**src/rtl/clock_time_ctrl.sv**
```systemverilog
// Sequencing and setting controller for the seconds/minutes/hours chain.
// Define CLOCK_CTRL_AUTO_REPEAT_EN to build in auto-repeat for a held adjust key.
module clock_time_ctrl #(
    parameter int unsigned DB_CYCLES     = 20,
    parameter int unsigned TIMEOUT_TICKS = 30,
    parameter int unsigned RPT_DELAY     = 500,
    parameter int unsigned RPT_PERIOD    = 200
) (
    input  logic       CP,
    input  logic       nCR,
    input  logic       Tick,
    input  logic       KeyMode,
    input  logic       KeyAdj,
    input  logic       SecMax,
    input  logic       MinMax,
    input  logic       HourMax,
    output logic       SecEN,
    output logic       MinEN,
    output logic       HourEN,
    output logic       DayCarry,
    output logic       nSecCR,
    output logic [1:0] Mode,
    output logic       BlinkH,
    output logic       BlinkM
);

    localparam int unsigned DbW  = (DB_CYCLES > 1) ? $clog2(DB_CYCLES) : 1;
    localparam int unsigned TmoW = (TIMEOUT_TICKS > 1) ? $clog2(TIMEOUT_TICKS) : 1;

    typedef enum logic [1:0] {
        StRun     = 2'b00,
        StSetHour = 2'b01,
        StSetMin  = 2'b10
    } state_e;

    state_e state_q, state_d;

    // Key front end; index 0 is KeyMode, index 1 is KeyAdj.
    logic [1:0]     sync1_q, sync1_d, sync2_q, sync2_d;
    logic [1:0]     level_q, level_d, press_q, press_d;
    logic [DbW-1:0] db_cnt_q [2];
    logic [DbW-1:0] db_cnt_d [2];

    logic            mode_press, adj_press, adj_inc, setting, timeout;
    logic [TmoW-1:0] tmo_q, tmo_d;
    logic            phase_q, phase_d;
    logic            sec_en_q, sec_en_d, min_en_q, min_en_d;
    logic            hour_en_q, hour_en_d, day_carry_q, day_carry_d;
    logic            n_sec_cr_q, n_sec_cr_d, blink_h_q, blink_h_d, blink_m_q, blink_m_d;

    always_comb begin
        sync1_d = {KeyAdj, KeyMode};
        sync2_d = sync1_q;
        for (int i = 0; i < 2; i++) begin
            level_d[i]  = level_q[i];
            press_d[i]  = 1'b0;
            db_cnt_d[i] = '0;
            // A new level is accepted only after DB_CYCLES consecutive differing samples.
            if (sync2_q[i] != level_q[i]) begin
                if (db_cnt_q[i] == DbW'(DB_CYCLES - 1)) begin
                    level_d[i] = sync2_q[i];
                    press_d[i] = sync2_q[i];
                end else begin
                    db_cnt_d[i] = db_cnt_q[i] + DbW'(1);
                end
            end
        end
    end

    always_ff @(posedge CP or negedge nCR) begin
        if (!nCR) begin
            sync1_q     <= '0;
            sync2_q     <= '0;
            level_q     <= '0;
            press_q     <= '0;
            db_cnt_q[0] <= '0;
            db_cnt_q[1] <= '0;
        end else begin
            sync1_q     <= sync1_d;
            sync2_q     <= sync2_d;
            level_q     <= level_d;
            press_q     <= press_d;
            db_cnt_q[0] <= db_cnt_d[0];
            db_cnt_q[1] <= db_cnt_d[1];
        end
    end

    assign mode_press = press_q[0];
    assign adj_press  = press_q[1];
    assign setting    = (state_q != StRun);

`ifdef CLOCK_CTRL_AUTO_REPEAT_EN
    localparam int unsigned RptMax = (RPT_DELAY > RPT_PERIOD) ? RPT_DELAY : RPT_PERIOD;
    localparam int unsigned RptW   = (RptMax > 1) ? $clog2(RptMax) : 1;

    logic [RptW-1:0] rpt_cnt_q, rpt_cnt_d;
    logic            rpt_on_q, rpt_on_d;
    logic            rpt_fire;

    // rpt_on_q marks that the initial RPT_DELAY has elapsed; later repeats use RPT_PERIOD.
    always_comb begin
        rpt_cnt_d = '0;
        rpt_on_d  = 1'b0;
        rpt_fire  = 1'b0;
        if (!adj_press && level_q[1] && setting && !mode_press) begin
            rpt_on_d = rpt_on_q;
            if (( rpt_on_q && rpt_cnt_q == RptW'(RPT_PERIOD - 1)) ||
                (!rpt_on_q && rpt_cnt_q == RptW'(RPT_DELAY - 1))) begin
                rpt_fire = 1'b1;
                rpt_on_d = 1'b1;
            end else begin
                rpt_cnt_d = rpt_cnt_q + RptW'(1);
            end
        end
    end

    always_ff @(posedge CP or negedge nCR) begin
        if (!nCR) begin
            rpt_cnt_q <= '0;
            rpt_on_q  <= 1'b0;
        end else begin
            rpt_cnt_q <= rpt_cnt_d;
            rpt_on_q  <= rpt_on_d;
        end
    end

    assign adj_inc = adj_press | rpt_fire;
`else
    logic unused_rpt;
    assign unused_rpt = ^{RPT_DELAY, RPT_PERIOD};
    assign adj_inc    = adj_press;
`endif

    // Timeout tick counter; cleared outside setting modes and on every key event.
    always_comb begin
        tmo_d   = tmo_q;
        timeout = 1'b0;
        if (!setting || mode_press || adj_inc) begin
            tmo_d = '0;
        end else if (Tick && TIMEOUT_TICKS != 0) begin
            if (tmo_q == TmoW'(TIMEOUT_TICKS - 1)) begin
                timeout = 1'b1;
                tmo_d   = '0;
            end else begin
                tmo_d = tmo_q + TmoW'(1);
            end
        end
    end

    // FSM: state register.
    always_ff @(posedge CP or negedge nCR) begin
        if (!nCR) begin
            state_q <= StRun;
            tmo_q   <= '0;
            phase_q <= 1'b0;
        end else begin
            state_q <= state_d;
            tmo_q   <= tmo_d;
            phase_q <= phase_d;
        end
    end

    // FSM: next state.
    always_comb begin
        state_d = state_q;
        if (mode_press) begin
            case (state_q)
                StRun:     state_d = StSetHour;
                StSetHour: state_d = StSetMin;
                default:   state_d = StRun;
            endcase
        end else if (timeout) begin
            state_d = StRun;
        end
    end

    // FSM: outputs, all registered below.
    always_comb begin
        sec_en_d    = 1'b0;
        min_en_d    = 1'b0;
        hour_en_d   = 1'b0;
        day_carry_d = 1'b0;
        n_sec_cr_d  = !(state_q == StSetMin && state_d == StRun);
        case (state_q)
            StRun: begin
                if (Tick) begin
                    sec_en_d    = 1'b1;
                    min_en_d    = SecMax;
                    hour_en_d   = SecMax & MinMax;
                    day_carry_d = SecMax & MinMax & HourMax;
                end
            end
            StSetHour: hour_en_d = adj_inc & ~mode_press;
            StSetMin:  min_en_d  = adj_inc & ~mode_press;
            default: ;
        endcase
        if (state_d != state_q) begin
            phase_d = 1'b0;
        end else begin
            phase_d = phase_q ^ Tick;
        end
        blink_h_d = (state_d == StSetHour) & phase_d;
        blink_m_d = (state_d == StSetMin) & phase_d;
    end

    always_ff @(posedge CP or negedge nCR) begin
        if (!nCR) begin
            sec_en_q    <= 1'b0;
            min_en_q    <= 1'b0;
            hour_en_q   <= 1'b0;
            day_carry_q <= 1'b0;
            n_sec_cr_q  <= 1'b1;
            blink_h_q   <= 1'b0;
            blink_m_q   <= 1'b0;
        end else begin
            sec_en_q    <= sec_en_d;
            min_en_q    <= min_en_d;
            hour_en_q   <= hour_en_d;
            day_carry_q <= day_carry_d;
            n_sec_cr_q  <= n_sec_cr_d;
            blink_h_q   <= blink_h_d;
            blink_m_q   <= blink_m_d;
        end
    end

    assign SecEN    = sec_en_q;
    assign MinEN    = min_en_q;
    assign HourEN   = hour_en_q;
    assign DayCarry = day_carry_q;
    assign nSecCR   = n_sec_cr_q;
    assign Mode     = state_q;
    assign BlinkH   = blink_h_q;
    assign BlinkM   = blink_m_q;

endmodule

```
**config.mk**
```make
export PLATFORM = sky130hd
export DESIGN_NAME = clock_time_ctrl
export DESIGN_NICKNAME = d
export VERILOG_FILES = /design/src/rtl/clock_time_ctrl.sv
export SDC_FILE = /design/constraint.sdc
export NUM_CORES = 1
export LEC_CHECK = 0
export CAP_MARGIN = 20
export CORE_MARGIN = 3
export CORE_UTILIZATION = 57
export CTS_BUF_LIST = sky130_fd_sc_hd__clkbuf_2
export DETAILED_ROUTE_END_ITERATION = 10
export GPL_ROUTABILITY_DRIVEN = 0
export HOLD_SLACK_MARGIN = 0.15
export PLACE_DENSITY = 0.92
export RECOVER_POWER = 25
export SYNTH_ARGS = -nofsm -noshare
export SYNTH_HDL_FRONTEND = slang
export SYNTH_SLANG_ARGS = --single-unit
```
**constraint.sdc**
```tcl
create_clock -name CP -period 1.7 [get_ports CP]
set_input_delay 0.34 -clock CP [delete_from_list [all_inputs] [get_ports CP]]
set_output_delay 0.34 -clock CP [all_outputs]
set_load 0.05 [all_outputs]
```
Yosys cells after proc, flatten, opt, wreduce, memory -nomap -nowiden
Cells that the tools add are included.
{"block": "totals", "input_bits": 8, "elab_cells": 74, "output_inout_bits": 9, "register_bits": 33}
{"block": "classes", "n_addsub": 3, "n_reduce_logical": 11, "bitwise_logic": 7, "eq_ne": 10, "muxes": 26}
{"operator": "$mux 5", "count": 7}
{"operator": "$add 5x1->5 const B", "count": 3}
{"operator": "$eq 5x5->1 const B", "count": 3}
{"operator": "$mux 1", "count": 14}
{"operator": "$and 1x1->1", "count": 5}
{"operator": "$eq 2x1->1 const B", "count": 2}
{"operator": "$eq 2x2->1 const B", "count": 2}
{"operator": "$logic_not 2->1", "count": 2}
{"operator": "$mux 2", "count": 2}
{"operator": "$pmux 1 s2", "count": 2}
{"operator": "$pmux 2 s2", "count": 1}
{"operator": "$reduce_and 2->1", "count": 2}
{"operator": "$reduce_bool 2->1", "count": 2}
{"operator": "$logic_not 1->1", "count": 2}
{"operator": "$logic_or 1x1->1", "count": 2}
{"operator": "$ne 1x1->1", "count": 2}
{"operator": "$ne 2x2->1", "count": 1}
{"operator": "$logic_and 1x1->1", "count": 1}
{"operator": "$not 1->1", "count": 1}
{"operator": "$xor 1x1->1", "count": 1}

Depth between registers and ports, before layout
{"block": "logic_depth", "ltp_word": 10, "mapped_depth": 5, "ltp_nobuf": 5}

Worst setup path before layout
OpenSTA, ideal clock, no wires.
{"block": "synth_path", "path_type": "register to register", "startpoint": "reg state_q[1], in the netlist Mode[1]", "endpoint": "reg tmo_q[2]", "path_stages_with_launch": 5, "synth_period_minus_slack_ns": 1.581, "required_ns": 1.604, "arrival_time_ns": 1.486, "n_path_buf": 1, "path_slack_ns": 0.119, "setup_time_ns": 0.096, "path_cell_list": "dfrtp_1 > buf_2 > nor2_4 > or3_4 > a311oi_2"}
{"block": "synth_between", "elab_chain_len": 5, "elab_cells_between_ends": 6, "cone_classes": "1 x mux; 5 x reduce/logical"}
{"item": "from (decl)", "line": "36", "rtl": "state_e state_q, state_d;"}
{"item": "from (signal assigned)", "line": "153", "rtl": "state_q <= StRun;"}
{"item": "from (signal assigned)", "line": "157", "rtl": "state_q <= state_d;"}
{"item": "$reduce_bool 2->1 (*)", "line": "90", "rtl": "assign setting = (state_q != StRun);"}
{"item": "$logic_not 1->1 (*)", "line": "138", "rtl": "if (!setting || mode_press || adj_inc) begin"}
{"item": "$logic_or 1x1->1 (*) (2 in a row)", "line": "138"}
{"item": "$mux 5 / $reduce_bool 2->1 (equally long branches)"}
{"item": "to (signal assigned)", "line": "158", "rtl": "tmo_q <= tmo_d;"}
{"item": "to (decl)", "line": "45", "rtl": "logic [TmoW-1:0] tmo_q, tmo_d;"}
Every way passes the cells marked *; elsewhere a longest branch is shown, timed or not.
A chain may end at the register's enable or synchronous reset.

Final worst setup path
{"block": "layout_path", "startpoint": "reg tmo_q[1]", "endpoint": "reg blink_h_q, in the netlist BlinkH"}
{"block": "layout_between", "elab_chain_len": 9, "elab_cells_between_ends": 10, "cone_classes": "3 x eq/ne; 6 x mux; 1 x bitwise"}
{"item": "$eq 5x5->1 (*)", "line": "141", "rtl": "if (tmo_q == TmoW'(TIMEOUT_TICKS - 1)) begin"}
{"item": "$mux 1 (*)", "line": "141"}
{"item": "$mux 1 (*)", "line": "140", "rtl": "end else if (Tick && TIMEOUT_TICKS != 0) begin"}
{"item": "$mux 1 (*)", "line": "138"}
{"item": "$mux 2 (*)", "line": "172", "rtl": "end else if (timeout) begin"}
{"item": "$mux 2 (*)", "line": "166", "rtl": "if (mode_press) begin"}
{"item": "$ne 2x2->1", "line": "197", "rtl": "if (state_d != state_q) begin"}
{"item": "$mux 1", "line": "197"}
{"item": "$and 1x1->1 (*)", "line": "202", "rtl": "blink_h_d = (state_d == StSetHour) & phase_d;"}
{"item": "via blink_h_d", "line": "49", "rtl": "logic n_sec_cr_q, n_sec_cr_d, blink_h_q, blink_h_d, blink_m_q, blink_m_d;"}
{"item": "to (signal assigned)", "line": "221", "rtl": "blink_h_q <= blink_h_d;"}
{"item": "to (decl)", "line": "49"}
The timed path passes the listed nets; every way through them passes the cells marked *.

==> reports/results.ini <==
[sta]
period_share = 0.931
hold_viol = 0
post-route-worst-setup-slack_ps = 117
timing.fmax_mhz = 632
max_slew_headroom_at_the_worst_pin = 0.488
max_slew.worst_pin.slew_ps = 768
shortest_clock_period_the_worst_path_allows_after_layout_ps = 1580
number_of_slew_limit_violations_in_the_final_report = 0
timing.final.setup_violations = 0
unrepaired_setup_endpoints_after_global_routing = no
clock_skew_ps = 10.1

[drt]
via_count = 1022
drt.antenna.violating_nets = 0
route.detailed.vias_per_inst = 5.84
drt_iter0_markers = 28
drcViolationCount = 0
drtPass1Iterations = 4
drt-wirelength-per-cell_um = 14.9
post_route_wl_mm = 2.60

[global_routing]
grt.total_usage = 0.192
grt_start_max_net_pins = 34
grt-ovfl-total = 0
grt_antenna_before_repair = 0
grt_pass1_wl_mm = 4.75
grt_pass1_vias = 1021

[yosys]
synth_top_family_by_area = simple AND/OR/NAND/NOR gates
synth.top_cells.by_area = dfrtp_1 55%, ha_1 3.5%, a21oi_1 3.1%
async_flop_share = 1.00
synth_compound_area_frac = 0.111
post_synth_instance_area_um2 = 1450
yosysTopAreaCell = dfrtp_1
most_common_library_cells_after_synthesis = 32 x dfrtp_1, 10 x nand2_1, 9 x a21oi_1
synth-simple-area-share = 0.205
syn-instance-count = 125
syn_area_per_cell_um2 = 11.6
synth_most_common_cell = dfrtp_1
synth_sequential_area_ratio = 0.571
synth_mux_area_frac = 0.0156
synthFlopType = dfrtp_1
post_syn_nets = 137
yosys_register_bits = 33
synth.lib_cells_used.distinct = 39
synth_edf_count = 0
synthXorXnorAreaFrac = 0.0363
synth_fa_ha_area_frac = 0.0346
yosysWarnings = 0
synthDominantCellAreaShare = 0.553

[min_path]
min-delay-path-class = flop to flop
worstHoldPathCells = 0

[cts]
post_cts_hold_buffer_count = 0
clk-insertion-delay-late_ps = 350
cts_tree = yes
cts-buffers-inserted = 5
maximum_root_to_sink_buffer_count = 2
clock_sink_count = 33
clk_pin_slew_ps = 150
cts-root-buf = clkbuf_2
cts_htree_levels = 2
total_of_cells_resized_after_clock_tree_synthesis = 0
cts_post_setup_buffers_inserted = 0

[critical_path]
cp_max_fanout = 5
cp_capture_type = flop
reg2regPathDepth = 5
worst_setup_path_start_kind = flop
worstSetupPathType = flop to flop
cp_data_required_time_ps = 1930
critical_path_arrival_ps = 1810

[finish]
final_nets = 159
antenna-diode-count = 0
multi_input_comb_area_um2 = 583
final_layout_size_suffix_gt1_frac = 0.177
nFillCells = 147
ff_latch_area_um2 = 827
area_growth_pct = 16.7

[die]
die-area_um2 = 3180
core_area_um2 = 2320
design.portCount = 17
die_boundary_width_um = 56.4
start_util = 0.624
floorplan.rows = 17
die_height_um = 56.4

[power_and_ir_drop]
power.density_nw_per_um2 = 741
power.leakage_uw = 0.000772
max-vdd-ir-drop_mv = 0.655
design_power_total_uw = 1250

[placement]
pre_cts_slack_ps = -34.8
dp_hpwl_mm = 1.95
buffers_on_ports = 16

[outcome]
run_status = completed

[flow_run]
max_cap_viol_count = 0

cells in the final DEF, fill, tap and decap left out, drive strengths merged, types with 2 or more instances in the layout:
cell,count
dfrtp,32
nand2,10
buf,10
a21oi,9
nand3,8
nor2,8
clkbuf,7
inv,6
xor2,4
ha,4
clkdlybuf4s50,4
or3,4
nor2b,3
nand2b,3
nor3,3
dlygate4sd3,3
a22o,2
xnor2,2
nand3b,2
a2111oi,2
mux2,2
nand4,2
o41ai,2
cells by family (layout without fill, tap and decap cells):
group | count (synthesis) | count (layout)
adders and majority gates | 4 | 4
DFF | 33 | 33
xor gates and xnor gates | 6 | 6
buffers and inverters | 9 | 31
muxes | 2 | 2
and+or+nand+nor | 50 | 50
AOI/OAI and AO/OA | 21 | 21
final cells by class:
| cell class | count | share of cell area |
|---|---|---|
| clock buffer | 6 | 0.0178 |
| clock inverter | 1 | 0.00222 |
| multi-input combinational | 83 | 0.345 |
| sequential | 33 | 0.490 |
| tap | 28 | 0.0207 |
| inverter | 6 | 0.0133 |
| timing repair buffer | 18 | 0.111 |
where the power goes:
part | leakage [µW] | switching, µW | internal (µW)
registers | 0.000437 | 14.9 | 809
logic | 0.000309 | 60.6 | 42.3
clock network | 0.0000265 | 229 | 96.0
total | 0.000772 | 305 | 947
worst max-delay path: stages, from the launching register on:
cell and delay (ps):
dfrtp_1 430, inv_1 70, ha_1 230, nand4_4 150, o41ai_2 430, a2111oi_1 150
per-layer routing:
layer	vias to the layer above	wire length (µm)	global-route usage	share of wire
met5	-	0	0	0
met4	0	43	0.0746	0.017
met3	6	185	0.0667	0.071
met2	41	1290	0.312	0.49
met1	489	1080	0.235	0.42
li1	486	-	-	-
flip-flops by register name (all words and copies together) (netlist names):
signal / flops
db_cnt_q: 10
tmo_q: 5
Mode: 2
level_q: 2
press_q: 2
sync1_q: 2
sync2_q: 2
BlinkH: 1
BlinkM: 1
DayCarry: 1
HourEN: 1
MinEN: 1
SecEN: 1
nSecCR: 1
phase_q: 1
worst paths after layout:
kind                             from           to  slack, ps
setup / recovery             tmo_q[1]       BlinkH        120
hold / removal             sync1_q[1]   sync2_q[1]        370
setup reg to reg             tmo_q[1]       BlinkH        120
hold reg to reg            sync1_q[1]   sync2_q[1]        370
max in group asynchronous         nCR  db_cnt_q[6]        640
min in group asynchronous         nCR     tmo_q[2]        570
stage by stage:
stage | TNS (ps) | utilization | area [µm²] | instances | hold WS [ps]
finish | 0 | 0.729 | 1690 | 175 | 366
CTS | 0 | 0.730 | 1690 | 175 | 356
global route | 0 | 0.729 | 1690 | 175 | 374
detailed placement | -67.5 | 0.715 | 1660 | 168 | 336
global placement | 0 | 0.715 | 1660 | 168 | 333
floorplan | 0 | - | 1450 | 125 | 44.4
Power figures use the tool's default switching activity.
